<file path="src/rtl/cselector_n_cache_if.sv">
// Handshake bundle for cselector_n_cache: upstream drive/free pulses plus the
// per-channel downstream drive/free vectors and status flags.
interface cselector_n_cache_if #(
    parameter int unsigned N_OUT = 4
);
    logic             i_drive;
    logic             o_free;
    logic             o_fire;
    logic [N_OUT-1:0] i_valid;
    logic [N_OUT-1:0] o_drive_next;
    logic [N_OUT-1:0] i_free_next;
    logic             o_busy;
    logic             o_overrun;

    modport master (
        output i_drive, i_valid, i_free_next,
        input  o_free, o_fire, o_drive_next, o_busy, o_overrun
    );

    modport slave (
        input  i_drive, i_valid, i_free_next,
        output o_free, o_fire, o_drive_next, o_busy, o_overrun
    );
endinterface

</file>
<file path="src/rtl/cselector_n_cache.sv">
// N-way conditional-fork selector with programmable fire-to-drive delay.
// Define CSEL_JOIN_ALL_EN to complete a token only after every selected channel frees (AND-join).
module cselector_n_cache #(
    parameter int unsigned N_OUT = 4,
    parameter int unsigned DELAY = 8,
    parameter int unsigned CNT_W = 8
) (
    input  logic                  clk,
    input  logic                  rst,
    cselector_n_cache_if.slave    bus
);

    typedef enum logic [1:0] {
        ST_IDLE  = 2'd0,
        ST_FIRE  = 2'd1,
        ST_DELAY = 2'd2,
        ST_WAIT  = 2'd3
    } state_t;

    localparam logic [CNT_W-1:0] CNT_LOAD = CNT_W'(DELAY - 1);
    localparam logic [CNT_W-1:0] CNT_ONE  = CNT_W'(1);

    state_t           state, state_n;
    logic [CNT_W-1:0] cnt, cnt_n;
    logic [N_OUT-1:0] sel, sel_n;
    logic [N_OUT-1:0] drv_n;
    logic             fire_n;
    logic             busy_n;
    logic             ovr_n;
`ifdef CSEL_JOIN_ALL_EN
    logic [N_OUT-1:0] coll, coll_n;
`endif

    // Next-state, datapath and next-output decode; outputs are registered from these.
    always_comb begin
        state_n = state;
        cnt_n   = cnt;
        sel_n   = sel;
`ifdef CSEL_JOIN_ALL_EN
        coll_n  = coll;
`endif
        case (state)
            ST_IDLE: begin
                if (bus.i_drive) begin
                    sel_n   = bus.i_valid;
                    state_n = ST_FIRE;
                end
            end
            ST_FIRE: begin
                cnt_n   = CNT_LOAD;
                state_n = ST_DELAY;
            end
            ST_DELAY: begin
                if (cnt == '0) begin
                    state_n = (sel != '0) ? ST_WAIT : ST_IDLE;
                end else begin
                    cnt_n = cnt - CNT_ONE;
                end
            end
            ST_WAIT: begin
`ifdef CSEL_JOIN_ALL_EN
                coll_n = coll | (bus.i_free_next & sel);
                if (coll_n == sel) begin
                    state_n = ST_IDLE;
                end
`else
                if ((bus.i_free_next & sel) != '0) begin
                    state_n = ST_IDLE;
                end
`endif
            end
            default: state_n = ST_IDLE;
        endcase
`ifdef CSEL_JOIN_ALL_EN
        if (state_n == ST_IDLE) begin
            coll_n = '0;
        end
`endif
        // Drive cycle is the DELAY cycle whose counter reads zero.
        drv_n  = (state_n == ST_DELAY && cnt_n == '0) ? sel_n : '0;
        fire_n = (state_n == ST_FIRE);
        busy_n = (state_n != ST_IDLE);
        ovr_n  = bus.o_overrun | (bus.i_drive && state != ST_IDLE);
    end

    // State, datapath and registered outputs.
    always_ff @(posedge clk or posedge rst) begin
        if (rst) begin
            state            <= ST_IDLE;
            cnt              <= '0;
            sel              <= '0;
`ifdef CSEL_JOIN_ALL_EN
            coll             <= '0;
`endif
            bus.o_fire       <= 1'b0;
            bus.o_free       <= 1'b0;
            bus.o_drive_next <= '0;
            bus.o_busy       <= 1'b0;
            bus.o_overrun    <= 1'b0;
        end else begin
            state            <= state_n;
            cnt              <= cnt_n;
            sel              <= sel_n;
`ifdef CSEL_JOIN_ALL_EN
            coll             <= coll_n;
`endif
            bus.o_fire       <= fire_n;
            bus.o_free       <= fire_n;
            bus.o_drive_next <= drv_n;
            bus.o_busy       <= busy_n;
            bus.o_overrun    <= ovr_n;
        end
    end

endmodule

</file>
<file path="src/flat_wrapper.sv">
// flat-port wrapper written by rule: the top's interface ports become plain ports
module cselector_n_cache_flat 
#(
    parameter int unsigned N_OUT = 4,
    parameter int unsigned DELAY = 8,
    parameter int unsigned CNT_W = 8
)
  (clk, rst, bus_i_drive, bus_i_valid, bus_i_free_next, bus_o_free, bus_o_fire, bus_o_drive_next, bus_o_busy, bus_o_overrun);
  cselector_n_cache_if #(.N_OUT(N_OUT)) bus_i ();
  input  logic clk;
  input  logic rst;
  input wire logic [$bits(bus_i.i_drive)-1:0] bus_i_drive;
  input wire logic [$bits(bus_i.i_valid)-1:0] bus_i_valid;
  input wire logic [$bits(bus_i.i_free_next)-1:0] bus_i_free_next;
  output wire logic [$bits(bus_i.o_free)-1:0] bus_o_free;
  output wire logic [$bits(bus_i.o_fire)-1:0] bus_o_fire;
  output wire logic [$bits(bus_i.o_drive_next)-1:0] bus_o_drive_next;
  output wire logic [$bits(bus_i.o_busy)-1:0] bus_o_busy;
  output wire logic [$bits(bus_i.o_overrun)-1:0] bus_o_overrun;
  assign bus_i.i_drive = bus_i_drive;
  assign bus_i.i_valid = bus_i_valid;
  assign bus_i.i_free_next = bus_i_free_next;
  assign bus_o_free = bus_i.o_free;
  assign bus_o_fire = bus_i.o_fire;
  assign bus_o_drive_next = bus_i.o_drive_next;
  assign bus_o_busy = bus_i.o_busy;
  assign bus_o_overrun = bus_i.o_overrun;
  cselector_n_cache #(.N_OUT(N_OUT), .DELAY(DELAY), .CNT_W(CNT_W)) u_core (.clk(clk), .rst(rst), .bus(bus_i));
endmodule
</file>
<file path="config.mk">
export PLATFORM = sky130hd
export DESIGN_NAME = cselector_n_cache_flat
export DESIGN_NICKNAME = d
export VERILOG_FILES = /design/src/rtl/cselector_n_cache_if.sv /design/src/rtl/cselector_n_cache.sv /design/src/flat_wrapper.sv
export SDC_FILE = /design/constraint.sdc
export NUM_CORES = 1
export LEC_CHECK = 0
export CAP_MARGIN = 20
export CORE_MARGIN = 4
export CORE_UTILIZATION = 54
export CTS_BUF_LIST = sky130_fd_sc_hd__clkbuf_8
export DETAILED_ROUTE_END_ITERATION = 16
export GPL_TIMING_DRIVEN = 0
export PLACE_DENSITY = 0.83
export SLEW_MARGIN = 5
export SYNTH_ARGS = -nofsm -noshare
export SYNTH_HDL_FRONTEND = slang
export SYNTH_SLANG_ARGS = --single-unit
</file>
<file path="constraint.sdc">
create_clock -name clk -period 2.46 [get_ports clk]
set_input_delay 0.492 -clock clk [delete_from_list [all_inputs] [get_ports clk]]
set_output_delay 0.492 -clock clk [all_outputs]
set_load 0.05 [all_outputs]
</file>
Word level (Yosys, flattened, before mapping)
Cells that the tools add are included.
{ "op_classes": {"eq_ne": 5, "bitwise": 2, "n_reduce_logical": 9, "addsub": 1, "mux": 10} }
{ "op_table": {"columns": ["op", "n"], "rows": [
  ["8-bit zero test", 2],
  ["8-bit case mux with 2 select lines", 1],
  ["4-bit 2-to-1 mux", 3],
  ["2-bit 2-to-1 mux", 4],
  ["8-bit 2-to-1 mux", 1],
  ["2-bit case mux with 4 select lines", 1],
  ["4-bit nonzero test", 2],
  ["8-bit by 1-bit subtractor with 8-bit output, second input constant", 1],
  ["2-bit == test, second input constant", 3],
  ["4-bit AND", 1],
  ["2-bit by 1-bit == test with 1-bit output, second input constant", 2],
  ["2-bit nonzero test", 2],
  ["1-bit logical AND", 2],
  ["2-bit zero test", 1],
  ["1-bit OR", 1]
]} }
{ "totals": {"input_bits": 11, "register_bits": 21, "elab_cells": 34} }

Longest topological paths before layout
{ "depth": {"depth_word": 7, "mapped_depth": 8, "ltp_nobuf": 7} }

Worst setup path after synthesis
No wires, ideal clock.
{ "synth_timing": {"kind": "reg-to-reg", "from": "register u_core.state[0]", "to": "register u_core.bus.o_drive_next[0]", "path_buffers": 1, "stages_incl_launch_ff": 9, "synth_period_minus_slack_ns": 2.136, "required_ns": 2.355, "t_arrival_ns": 2.031, "setup_slack_ns": 0.324, "path_cell_list": "dfrtp_1 inv_1 ha_1 clkbuf_1 nor4b_2 nand2_1 xor2_1 o2111ai_2 nor4b_1"} }
{ "synth_between": {"elab_chain_len": 5, "elab_cells_between_ends": 14, "cone_classes": "eq/ne (4); mux (7); reduce/logical (3)"} }
{ "synth_lines": {"columns": ["item", "line_no", "rtl"], "rows": [
  ["start: declaration", "cselector_n_cache.sv:23", "state_t state, state_n;"],
  ["start signal: assignment", "cselector_n_cache.sv:101", "state <= state_n;"],
  ["2-bit == test, or another cell as far along", "cselector_n_cache.sv:42", "case (state)"],
  ["8-bit case mux with 2 select lines / 2-bit case mux with 4 select lines (equally long branches)", "cselector_n_cache.sv:42", null],
  ["8-bit zero test / 2-bit == test (equally long branches)", "cselector_n_cache.sv:80", "drv_n = (state_n == ST_DELAY && cnt_n == '0) ? sel_n : '0;"],
  ["1-bit logical AND", "cselector_n_cache.sv:80", null],
  ["4-bit 2-to-1 mux (*)", "cselector_n_cache.sv:80", null],
  ["net u_core.drv_n[0]", "cselector_n_cache.sv:26", "logic [N_OUT-1:0] drv_n;"],
  ["end signal: assignment", "cselector_n_cache.sv:109", "bus.o_drive_next <= drv_n;"],
  ["end: declaration", "cselector_n_cache_if.sv:22", "output o_free, o_fire, o_drive_next, o_busy, o_overrun"]
]} }
Mark *: on every way through the listed nets, which the timed path passes. The rest lies on a longest branch.

Worst setup path after layout
{ "layout_timing": {"from": "register u_core.cnt[1]", "to": "register u_core.bus.o_drive_next[2]"} }
{ "layout_between": {"elab_chain_len": 6, "elab_cells_between_ends": 10, "cone_classes": "add/sub (1); eq/ne (1); mux (5); reduce/logical (3)"} }
{ "layout_lines": {"columns": ["item", "line_no", "rtl"], "rows": [
  ["start: declaration", "cselector_n_cache.sv:24", "logic [CNT_W-1:0] cnt, cnt_n;"],
  ["start signal: assignment", "cselector_n_cache.sv:102", "cnt <= cnt_n;"],
  ["8-bit by 1-bit subtractor with 8-bit output / 8-bit zero test (equally long branches)", "cselector_n_cache.sv:57, cselector_n_cache.sv:54", null],
  ["8-bit 2-to-1 mux / 2-bit 2-to-1 mux (equally long branches)", "cselector_n_cache.sv:54", "if (cnt == '0) begin"],
  ["8-bit case mux with 2 select lines / 2-bit case mux with 4 select lines (equally long branches)", "cselector_n_cache.sv:42", null],
  ["8-bit zero test / 2-bit == test (equally long branches)", "cselector_n_cache.sv:80", null],
  ["1-bit logical AND (*)", "cselector_n_cache.sv:80", null],
  ["4-bit 2-to-1 mux (*)", "cselector_n_cache.sv:80", null],
  ["net u_core.drv_n[2]", "cselector_n_cache.sv:26", null]
]} }
Marks and branches as above.

==> impl_metrics.yaml <==
min_path:
  worstHoldEndpoint: "u_core.bus.o_overrun$_DFF_PP0_"
  hold_class: "reg2reg"
  hp-start: "u_core.bus.o_overrun$_DFF_PP0_"
  hold_depth: 1
status:
  outcome: "complete, no violations"
cells_and_area:
  num-fill-cells: 143
  layout.cells.most_common: "dfrtp_1"
  final_nets: 145
  mostFrequentLayoutCells: "dfrtp_1 (21), clkdlybuf4s50_1 (18), inv_1 (12)"
  diodes: 0
  multiInputGateArea_um2: 596
  syn_to_final_growth_pct: 24.2
  final_area_mm2: 0.00143
  fin_util_pct: 71.6
  layout-drive-gt1-share_pct: 15.0
  register_area_um2: 526
  stdcell_count: 154
cts:
  post_cts_buffers: 0
  cts_htree_levels: 1
  clkLatencyLatePin_ps: 250
  clk_pin_slew_ps: 70
  clock_path_buffers: 2
  clockRootBuffer: "clkbuf_8"
  hold_buffers: 0
  cts.sink_count: 21
  cts_made_buffers: 3
  tritoncts: "yes"
route:
  via_count: 898
  post_drt_via_cell_ratio: 5.83
  ant_nets: 0
  initialDrtViolationCount: 29
  wl_per_cell_um: 16.3
  wl_um: 2510
  first_pass_iters: 4
  drc: 0
timing:
  fin_ws_ps: 136
  fmax_mhz: 430
  slew_headroom_pct: 48.4
  tightest_slew_ps: 773
  period_minus_slack_ps: 2320
  skew_ps: 1.69
  maxSlewViolCount: 0
  setup_viol_count_final: 0
  grt_setup_unrepaired: "true"
  min_period_over_period_pct: 94.5
  hold_viol: 0
critical_path:
  worstPathArrival_ps: 2470
  critPathRequiredTime_ps: 2610
  r2r-start: "u_core.cnt[1]$_DFF_PP0_"
  max_stage_delay_ps: 440
  worstSetupPathType: "reg2reg"
  crit_path_start_kind: "flop"
  worstSetupEndpointType: "flop"
  cp_cell_sequence: "inv_1 > ha_1 > nor3b_4 > nand2_1 > o31ai_1 > nand4b_1 > nor4b_1"
  crit_path_top_delay_cell: "dfrtp_1"
  reg2regPathDepth: 7
  cp_max_fo: 7
  reg2reg_to: "u_core.bus.o_drive_next[2]$_DFF_PP0_"
  reg2reg_setup_slack_ps: 140
placement:
  dp_hpwl_um: 1870
  place.gp.congestion: 0.892
  dp_cells: 151
  dpl_cell_area_mm2: 0.00137
  numPortBuffers: 18
  pre_cts_ws_ps: -32.2
pwr:
  powerDensity_mw_per_mm2: 407
  cellLeakagePower_nw: 0.610
  ir_drop_mv: 0.472
logic_synthesis:
  ys_ff_latch: 21
  syn-mean-instance-area_um2: 10.9
  synth_cell_types: 37
  synth_cells: 106
  synthFlopType: "dfrtp_1"
  syn_nets: 123
  synth_warnings: 0
  netlist_area_mm2: 0.00115
  ys_async_sr_fraction_pct: 100
  ys_seq_area_share_pct: 45.5
  synth_edf_count: 0
die:
  initial_core_util_pct: 57.7
  num_rows: 16
  core_area_mm2: 0.00200
  die_w_um: 54.2
  die_y_um: 54.2
  ios: 19
  fp.dieArea_mm2: 0.00294
grt:
  met1_usage_pct: 26.1
  antenna_found_initial: 0
  grt_max_degree: 22
  grt_pass1_wl_um: 4050
  met3_usage_pct: 3.54
  grt_util_all_layers_pct: 19.5
  overflow: 0
  gr-max-usage-layer: "met2"
  grt_pass1_vias: 884
  grt.met2_usage_pct: 29.9
run:
  drv_cap: 0
## flip-flops by register name, summed over array words and instances (netlist names)
| name | flops |
|---|---|
| u_core.state | 2 |
| u_core.bus.o_free | 1 |
| u_core.bus.o_busy | 1 |
| u_core.sel | 4 |
| u_core.bus.o_overrun | 1 |
| u_core.bus.o_drive_next | 4 |
| u_core.cnt | 8 |
## logic make-up (layout without fill, tap and decap cells)
logic type,after synthesis,count (layout),share of synthesized area [%]
AO/OA/AOI/OAI,18,18,13.0
XOR/XNOR,6,6,4.55
adder cells (fa/ha/maj),6,6,6.50
buffers and inverters,14,35,4.98
flip-flops,21,21,45.5
multiplexers,4,4,3.90
AND/OR/NAND/NOR,37,37,21.6
## per-stage QoR
stage               hold WS (ps)  power (mW)  setup TNS, ps
floorplan                    469       0.357              0
global placement             441       0.375              0
detailed placement           472       0.375          -32.2
CTS                          491       0.593              0
global route                 509       0.609           -153
finish                       486       0.584              0
## timing repair
action,CTS,global route
gates cloned,0,0
resized for setup,1,3
endpoints found under the setup margin,3,4
## how the worst max path moves through the flow
stage / start / end / slack (ps) / cells past startpoint
2_1_floorplan: u_core.state[0]$_DFF_PP0_ / u_core.bus.o_drive_next[0]$_DFF_PP0_ / 320 / 8
3_3_place_gp: u_core.state[0]$_DFF_PP0_ / u_core.bus.o_drive_next[2]$_DFF_PP0_ / 20 / 8
3_5_place_dp: u_core.state[0]$_DFF_PP0_ / u_core.bus.o_drive_next[2]$_DFF_PP0_ / -30 / 8
4_1_cts: u_core.state[0]$_DFF_PP0_ / u_core.bus.o_drive_next[2]$_DFF_PP0_ / 4 / 8
5_1_grt: u_core.cnt[1]$_DFF_PP0_ / u_core.bus.o_drive_next[2]$_DFF_PP0_ / -60 / 7
6_report: u_core.cnt[1]$_DFF_PP0_ / u_core.bus.o_drive_next[2]$_DFF_PP0_ / 140 / 7
## layer usage
layer / vias to the layer above / share of wire, %
met3: 4 / 4.5
met5: - / 0
met1: 438 / 44
met2: 28 / 50
met4: 0 / 1.3
li1: 428 / -
## worst max-delay path: cells and delay by family, from the launching register on
family	cells	cell delay [ps]
buf+inv	1	120
flops	1	440
fa+ha+maj	1	190
compound gates	1	340
simple gates	4	1120
## cell type report
cell class | instances | area share [%]
tap | 27 | 2.36
inverter | 11 | 2.88
multi-input combinational | 71 | 41.5
buffer | 2 | 0.873
clock buffer | 3 | 2.88
clock inverter | 1 | 0.262
sequential | 21 | 36.6
timing repair buffer | 18 | 12.6
## Yosys cell counts, types with 2 or more instances
master | count | area, um2
inv_1 | 11 | 41.3
dfrtp_1 | 21 | 526
nand3_1 | 2 | 10.0
a31oi_1 | 2 | 12.5
nand4_1 | 3 | 18.8
mux2_2 | 4 | 45.0
xnor2_1 | 3 | 26.3
a41oi_1 | 3 | 26.3
xor2_1 | 3 | 26.3
a21oi_1 | 2 | 10.0
ha_1 | 6 | 75.1
nor4b_1 | 4 | 35.0
a2111oi_1 | 2 | 20.0
nand2_1 | 9 | 33.8
nor2_1 | 9 | 33.8
## power breakdown
group	leakage (nW)	total, mW	switching, mW	internal, mW
Combinational	0.310	0.0227	0.00872	0.0139
Clock	0.0269	0.216	0.105	0.111
Sequential	0.273	0.345	0.0000000000000000435	0.345
(Power assumes the default switching activity.)
==> edit 1, RTL diff (config.mk and constraints unchanged) <==
The 4 states of `state_t` get a one-hot encoding in 4 bits.
--- a/src/rtl/cselector_n_cache.sv
+++ b/src/rtl/cselector_n_cache.sv
@@ -12,7 +12,7 @@
 
-    typedef enum logic [1:0] {
-        ST_IDLE  = 2'd0,
-        ST_FIRE  = 2'd1,
-        ST_DELAY = 2'd2,
-        ST_WAIT  = 2'd3
+    typedef enum logic [3:0] {
+        ST_IDLE  = 4'b0001,
+        ST_FIRE  = 4'b0010,
+        ST_DELAY = 4'b0100,
+        ST_WAIT  = 4'b1000
     } state_t;
Function: no difference found for any inputs over 10 cycles, from zero or initial values and one cycle with rst high; not proved beyond that.
==> edit 1 against the original RTL <==
  * Synthesized cell count rose by 1.9%
  * Sequential cell count rose by 2
  * Critical path depth fell by 1
  * Non-clock buffer count rose by 2
  * Synthesized area rose by 2.7%
  * Worst setup slack got worse by 0.0087 ns
  * Design area rose by 4.5%
  * Routed wire length rose by 6.1%
Power is not compared: it rests on default switching activity, and its combinational part moved more than twofold at a synthesized area within 25%.
==> edit 1: results (changes against the original RTL) <==
Status
  – Status: finished clean (unchanged)

Synth
  – Synth unique cells: 44 (was 37)
  – Synth Area in Adders: 0.01055 (was 0.06501)
  – Synth top cells by count: 22 x dfrtp_1, 10 x nand2_1, 6 x inv_1 (was 21 x dfrtp_1, 11 x inv_1, 9 x nand2_1, 9 x nor2_1, 6 x ha_1)
  – Post-synthesis sequential area ratio: 0.4863 (was 0.4550)
  – Net Count, Synth: 120 (was 123)
  – XOR/XNOR share of the synthesized area: 0.02215 (was 0.04550)
  – Compound-cell area share of the yosys netlist: 0.1667 (was 0.1300)
  – Mux contribution to synthesized area: 0.04641 (was 0.03900)
  – Ranking of synthesized cells by area: dfrtp_1 46%, mux2_2 3.8%, nor4b_1 3.7% (was dfrtp_1 46%, ha_1 6.5%, mux2_2 3.9%)

Global route
  – Vias in the first global route: 915 (was 884)
  – Global-route wire length before repair: 4.284 mm (was 4.050 mm)
  – GRT met3 Usage: 0.02997 (was 0.03542)
  – Pin count of the biggest net entering global routing: 24 (was 22)
  – GRT Total Usage: 0.2022 (was 0.1952)
  – GR met1 Demand/Resource: 0.2704 (was 0.2608)
  – Met2 usage: 0.3346 (was 0.2988)

Clocking
  – Reg clk slew, reported paths: 0.08 ns
  – CTS Buf Count: 3 (unchanged)
  – CTS H-tree lvls: 1 (unchanged)

Min path
  – Hold path start: u_core.bus.o_overrun (unchanged)

Routing
  – Vias per Instance: 6.057 (was 5.831)
  – Post-Route WL: 2.660 mm (was 2.507 mm)
  – DRT Pass-1 Iters: 5 (was 4)
  – First-iteration detailed-routing DRC count: 28 (was 29)

Placement
  – HPWL Detailed: 1.931 mm (was 1.868 mm)
  – Routability cong.: 0.8908 (was 0.8921)

Power and ir drop
  – Maximum vdd ir drop: 0.6512 mV

Final layout
  – Share of cells above drive strength 1: 0.1769 (was 0.1496)
  – Post-layout nets: 143 (was 145)

Critical path
  – Worst R2R Setup Slack: 0.13 ns
  – Crit path DAT: 2.49 ns (was 2.47 ns)
  – Worst reg2reg path depth: 6 (was 7)
  – Worst-path fanout max: 9 (was 7)
  – R2R Path Start: u_core.cnt[3] (was u_core.cnt[1])
  – R2r endpoint: u_core.bus.o_drive_next[1] (was u_core.bus.o_drive_next[2])
  – CP peak stage delay: 0.46 ns (was 0.44 ns)

STA
  – Hold slack final: 0.4608 ns (was 0.4862 ns)
  – Post-Route Skew: 0.0007875 ns (was 0.001690 ns)
  – Slew of the pin with the lowest slew margin: 0.8399 ns (was 0.7727 ns)
## edit 1: changes by cell type in the layout (fill, tap and decap cells not counted), moves of 3 or more
cell,unedited run,this run
o41ai_1,0,3
nor2_1,9,5
nand4_1,3,0
a41oi_1,3,0
nor4b_2,1,4
o211ai_1,1,4
ha_1,5,1
inv_1,12,7
## edit 1: kinds of logic after synthesis
kind of cell / count (synthesis)
simple gates: 41
buf+inv: 10
compound gates: 25
fa+ha+maj: 1
mux: 5
flops: 23
xor+xnor: 3
## edit 1: power groups by stage
stage | Combinational (uW) | Clock, uW | Sequential [uW]
2_1_floorplan | 450 | 0 | 598
3_3_place_gp | 622 | 0 | 567
3_5_place_dp | 644 | 0 | 573
4_1_cts | 652 | 228 | 566
5_1_grt | 754 | 243 | 587
6_report | 697 | 225 | 572
## edit 1: timing repair
item,CTS,global route
endpoints found under the setup margin,3,4
gates resized for setup,1,8
pin swaps,0,1
## edit 1: worst register-to-register path: stages (launching register included)
cell	delay, ns
dfrtp_1	0.46
or3_1	0.41
buf_6	0.15
or3_4	0.36
a221oi_2	0.35
nand4b_4	0.17
nor4b_1	0.31
## edit 1: worst max-delay path by stage
stage	start	end	slack, ns	cells past startpoint
6_report	u_core.cnt[3]	u_core.bus.o_drive_next[1]	0.13	6
2_1_floorplan	u_core.cnt[0]	u_core.bus.o_drive_next[0]	0.32	7
3_5_place_dp	u_core.cnt[0]	u_core.bus.o_drive_next[3]	-0.04	7
3_3_place_gp	u_core.cnt[0]	u_core.bus.o_drive_next[0]	0.02	7
4_1_cts	u_core.cnt[0]	u_core.bus.o_drive_next[3]	0.05	7
5_1_grt	u_core.cnt[3]	u_core.bus.o_drive_next[1]	-0.06	6
## edit 1: final cells by class
class                   instances  area (um^2)
flip-flops and latches         23        576.8
well taps                      27        33.78
repair buffers                 18        180.2
inverters                       6        22.52
clock inverters                 1        3.754
multi-input cells              75        614.3
plain buffers                   4        26.28
clock buffers                   3        41.29
fillers                       145        523.0
## edit 1: per-stage QoR
step / util / cell area [um^2] / instances / setup TNS, ns
4_1_cts: 0.7166 / 1449 / 157 / 0
6_report: 0.7413 / 1499 / 157 / 0
3_5_place_dp: 0.6925 / 1400 / 153 / -0.06640
2_1_floorplan: - / 1186 / 108 / 0
5_1_grt: 0.7413 / 1499 / 157 / -0.05840
3_3_place_gp: 0.6925 / 1400 / 153 / 0
## edit 1: metal layers
layer	vias up	share of wire
li1	450	-
met1	465	0.42
met2	34	0.52
met3	2	0.056
met4	0	0.0049
met5	-	0
==> edit 2, RTL diff (same flow settings) <==
Without the edit above. Build with the macro `CSEL_JOIN_ALL_EN` defined.
--- a/src/rtl/cselector_n_cache.sv
+++ b/src/rtl/cselector_n_cache.sv
@@ -2,2 +2,4 @@
 // Define CSEL_JOIN_ALL_EN to complete a token only after every selected channel frees (AND-join).
+`define CSEL_JOIN_ALL_EN
+
 module cselector_n_cache #(
Behaviour: same outputs for any inputs over 10 cycles, from zero or initial values and one cycle with rst high; that may be too few to reach the edited logic, so the function may still have changed.
==> edit 2 against the original RTL <==
  * Count of clock-buffer cells in the layout stayed put
  * Sequential cell count grew 4
  * Synthesized area increased by 16%
  * Die area increased by 14%
  * Worst setup slack lost 0.11 ns
  * Fmax shrank 4.6%
  * First-iteration DRC count is 45% higher
  * Final cell count up 19%
  * Routed wire length up 26%
  * Sequential share of layout area is 1.6 points lower
  * Design area is 25% higher
Power is left out: it rests on default switching activity, and per cell area and clock period it moved more than threefold.
==> edit 2: results (changes against the original RTL) <==
Status
  – Status: finished clean (unchanged)

Min path
  – Worst hold path type: reg2reg (unchanged)
  – Hold path start: u_core.bus.o_overrun (unchanged)
  – Cell depth of the worst hold path: 1 (unchanged)
  – Hold Path End: u_core.bus.o_overrun (unchanged)

Placement
  – HPWL Detailed: 2.056 mm (was 1.868 mm)
  – DP Area: 1558 um^2 (was 1369 um^2)
  – Routability cong.: 0.9195 (was 0.8921)
  – Place WS: -0.4493 ns (was -0.03224 ns)
  – # port buffers: 18 (unchanged)
  – Placed insts: 172 (was 151)

Synth
  – Ranking of synthesized cells by area: dfrtp_1 47%, ha_1 5.6%, mux2_2 3.4% (was dfrtp_1 46%, ha_1 6.5%, mux2_2 3.9%)
  – Synth warn: 0 (unchanged)
  – Net Count, Synth: 143 (was 123)
  – Synth unique cells: 45 (was 37)
  – Ys async rst share: 1.000 (unchanged)
  – Post-synthesis sequential area ratio: 0.4660 (was 0.4550)
  – Synth top cells by count: 25 x dfrtp_1, 11 x inv_1, 8 x nor2_1 (was 21 x dfrtp_1, 11 x inv_1, 9 x nand2_1, 9 x nor2_1, 6 x ha_1)
  – Mapped Cells: 126 (was 106)

Routing
  – Post-Route WL: 3.158 mm (was 2.507 mm)
  – First-iteration detailed-routing DRC count: 42 (was 29)
  – Vias per Instance: 6.147 (was 5.831)
  – DRT Pass-1 Iters: 4 (unchanged)

Clocking
  – Clk buf depth: 2 (unchanged)
  – CTS H-tree lvls: 1 (unchanged)
  – CTS Buf Count: 3 (unchanged)
  – Reg clk slew, reported paths: 0.09 ns (was 0.07 ns)
  – Later-pin clock latency in the skew report: 0.27 ns (was 0.25 ns)
  – CTS root buffer: clkbuf_8 (unchanged)

Critical path
  – Worst R2R Setup Slack: 0.02 ns (was 0.14 ns)
  – CP top delay family: simple AND/OR/NAND/NOR gates (unchanged)
  – Worst-path fanout max: 6 (was 7)
  – Crit-path slowest cell: or4_4 (was dfrtp_1)
  – CP startpoint: u_core.cnt[3] (was u_core.cnt[1])
  – CP peak stage delay: 0.58 ns (was 0.44 ns)
  – R2r endpoint: u_core.bus.o_drive_next[3] (was u_core.bus.o_drive_next[2])
  – Worst reg2reg path depth: 7 (unchanged)
  – Crit path DAT: 2.63 ns (was 2.47 ns)

STA
  – Hold slack final: 0.4798 ns (was 0.4862 ns)
  – Post-Route Skew: 0.003022 ns (was 0.001690 ns)
  – Worst rel slew slack: 0.3539 (was 0.4843)

Final layout
  – Share of cells above drive strength 1: 0.2885 (was 0.1496)
  – Most flops, register: u_core.cnt (unchanged)
  – Antenna cells: 0 (unchanged)
  – Finished Layout Cells: 184 (was 154)
  – Fillers: 139 (was 143)
  – Max FFs per register: 8 (unchanged)

Global route
  – Vias in the first global route: 1103 (was 884)
  – GRT Total Usage: 0.1862 (was 0.1952)
  – Pin count of the biggest net entering global routing: 26 (was 22)
  – Initial antenna violation count: 0 (unchanged)
  – Global-route wire length before repair: 4.905 mm (was 4.050 mm)

Die
  – Die Width: 57.86 um (was 54.25 um)
## edit 2: cells by family (layout without fill, tap and decap cells)
family / after synthesis / count (layout) / share of synthesized area
AOI/OAI and AO/OA: 24 / 24 / 0.1351
xor gates and xnor gates: 3 / 3 / 0.01957
adders and majority gates: 6 / 6 / 0.05592
buffers and inverters: 14 / 44 / 0.04753
DFF: 25 / 25 / 0.4660
muxes: 8 / 8 / 0.06710
and+or+nand+nor: 46 / 46 / 0.2088
## edit 2: per-layer routing
| metal | routed length [um] | vias to the layer above | track usage |
|---|---|---|---|
| li1 | - | 522 | - |
| met1 | 1361 | 570 | 0.2313 |
| met3 | 132 | 4 | 0.03563 |
| met4 | 20 | 0 | 0.08609 |
| met2 | 1643 | 35 | 0.3113 |
| met5 | 0 | - | 0 |
## edit 2: what timing repair did
item | in CTS | in global routing
pin swaps | 4 | 7
endpoints found under the setup margin | 4 | 5
gates resized for setup | 9 | 17
buffers inserted | 3 | 6
hold buffers | 0 | 0
## edit 2: final cells by class
type	instances	area, um^2	area share
Multi-Input combinational cell	87	763.2	0.4248
Sequential cell	25	629.4	0.3503
Timing Repair Buffer	27	260.3	0.1448
Clock buffer	3	41.29	0.02298
Inverter	11	41.29	0.02298
Tap cell	28	35.03	0.01950
Buffer	2	18.77	0.01045
Clock inverter	1	7.507	0.004178
## edit 2: worst max-delay path by stage
stage,slack [ns],endpoint
6_report,0.02,u_core.bus.o_drive_next[3]
5_1_grt,-0.05,u_core.bus.o_drive_next[3]
4_1_cts,0.03,u_core.bus.o_drive_next[2]
3_5_place_dp,-0.45,u_core.bus.o_drive_next[2]
3_3_place_gp,-0.24,u_core.bus.o_drive_next[3]
2_1_floorplan,0.08,u_core.bus.o_drive_next[0]
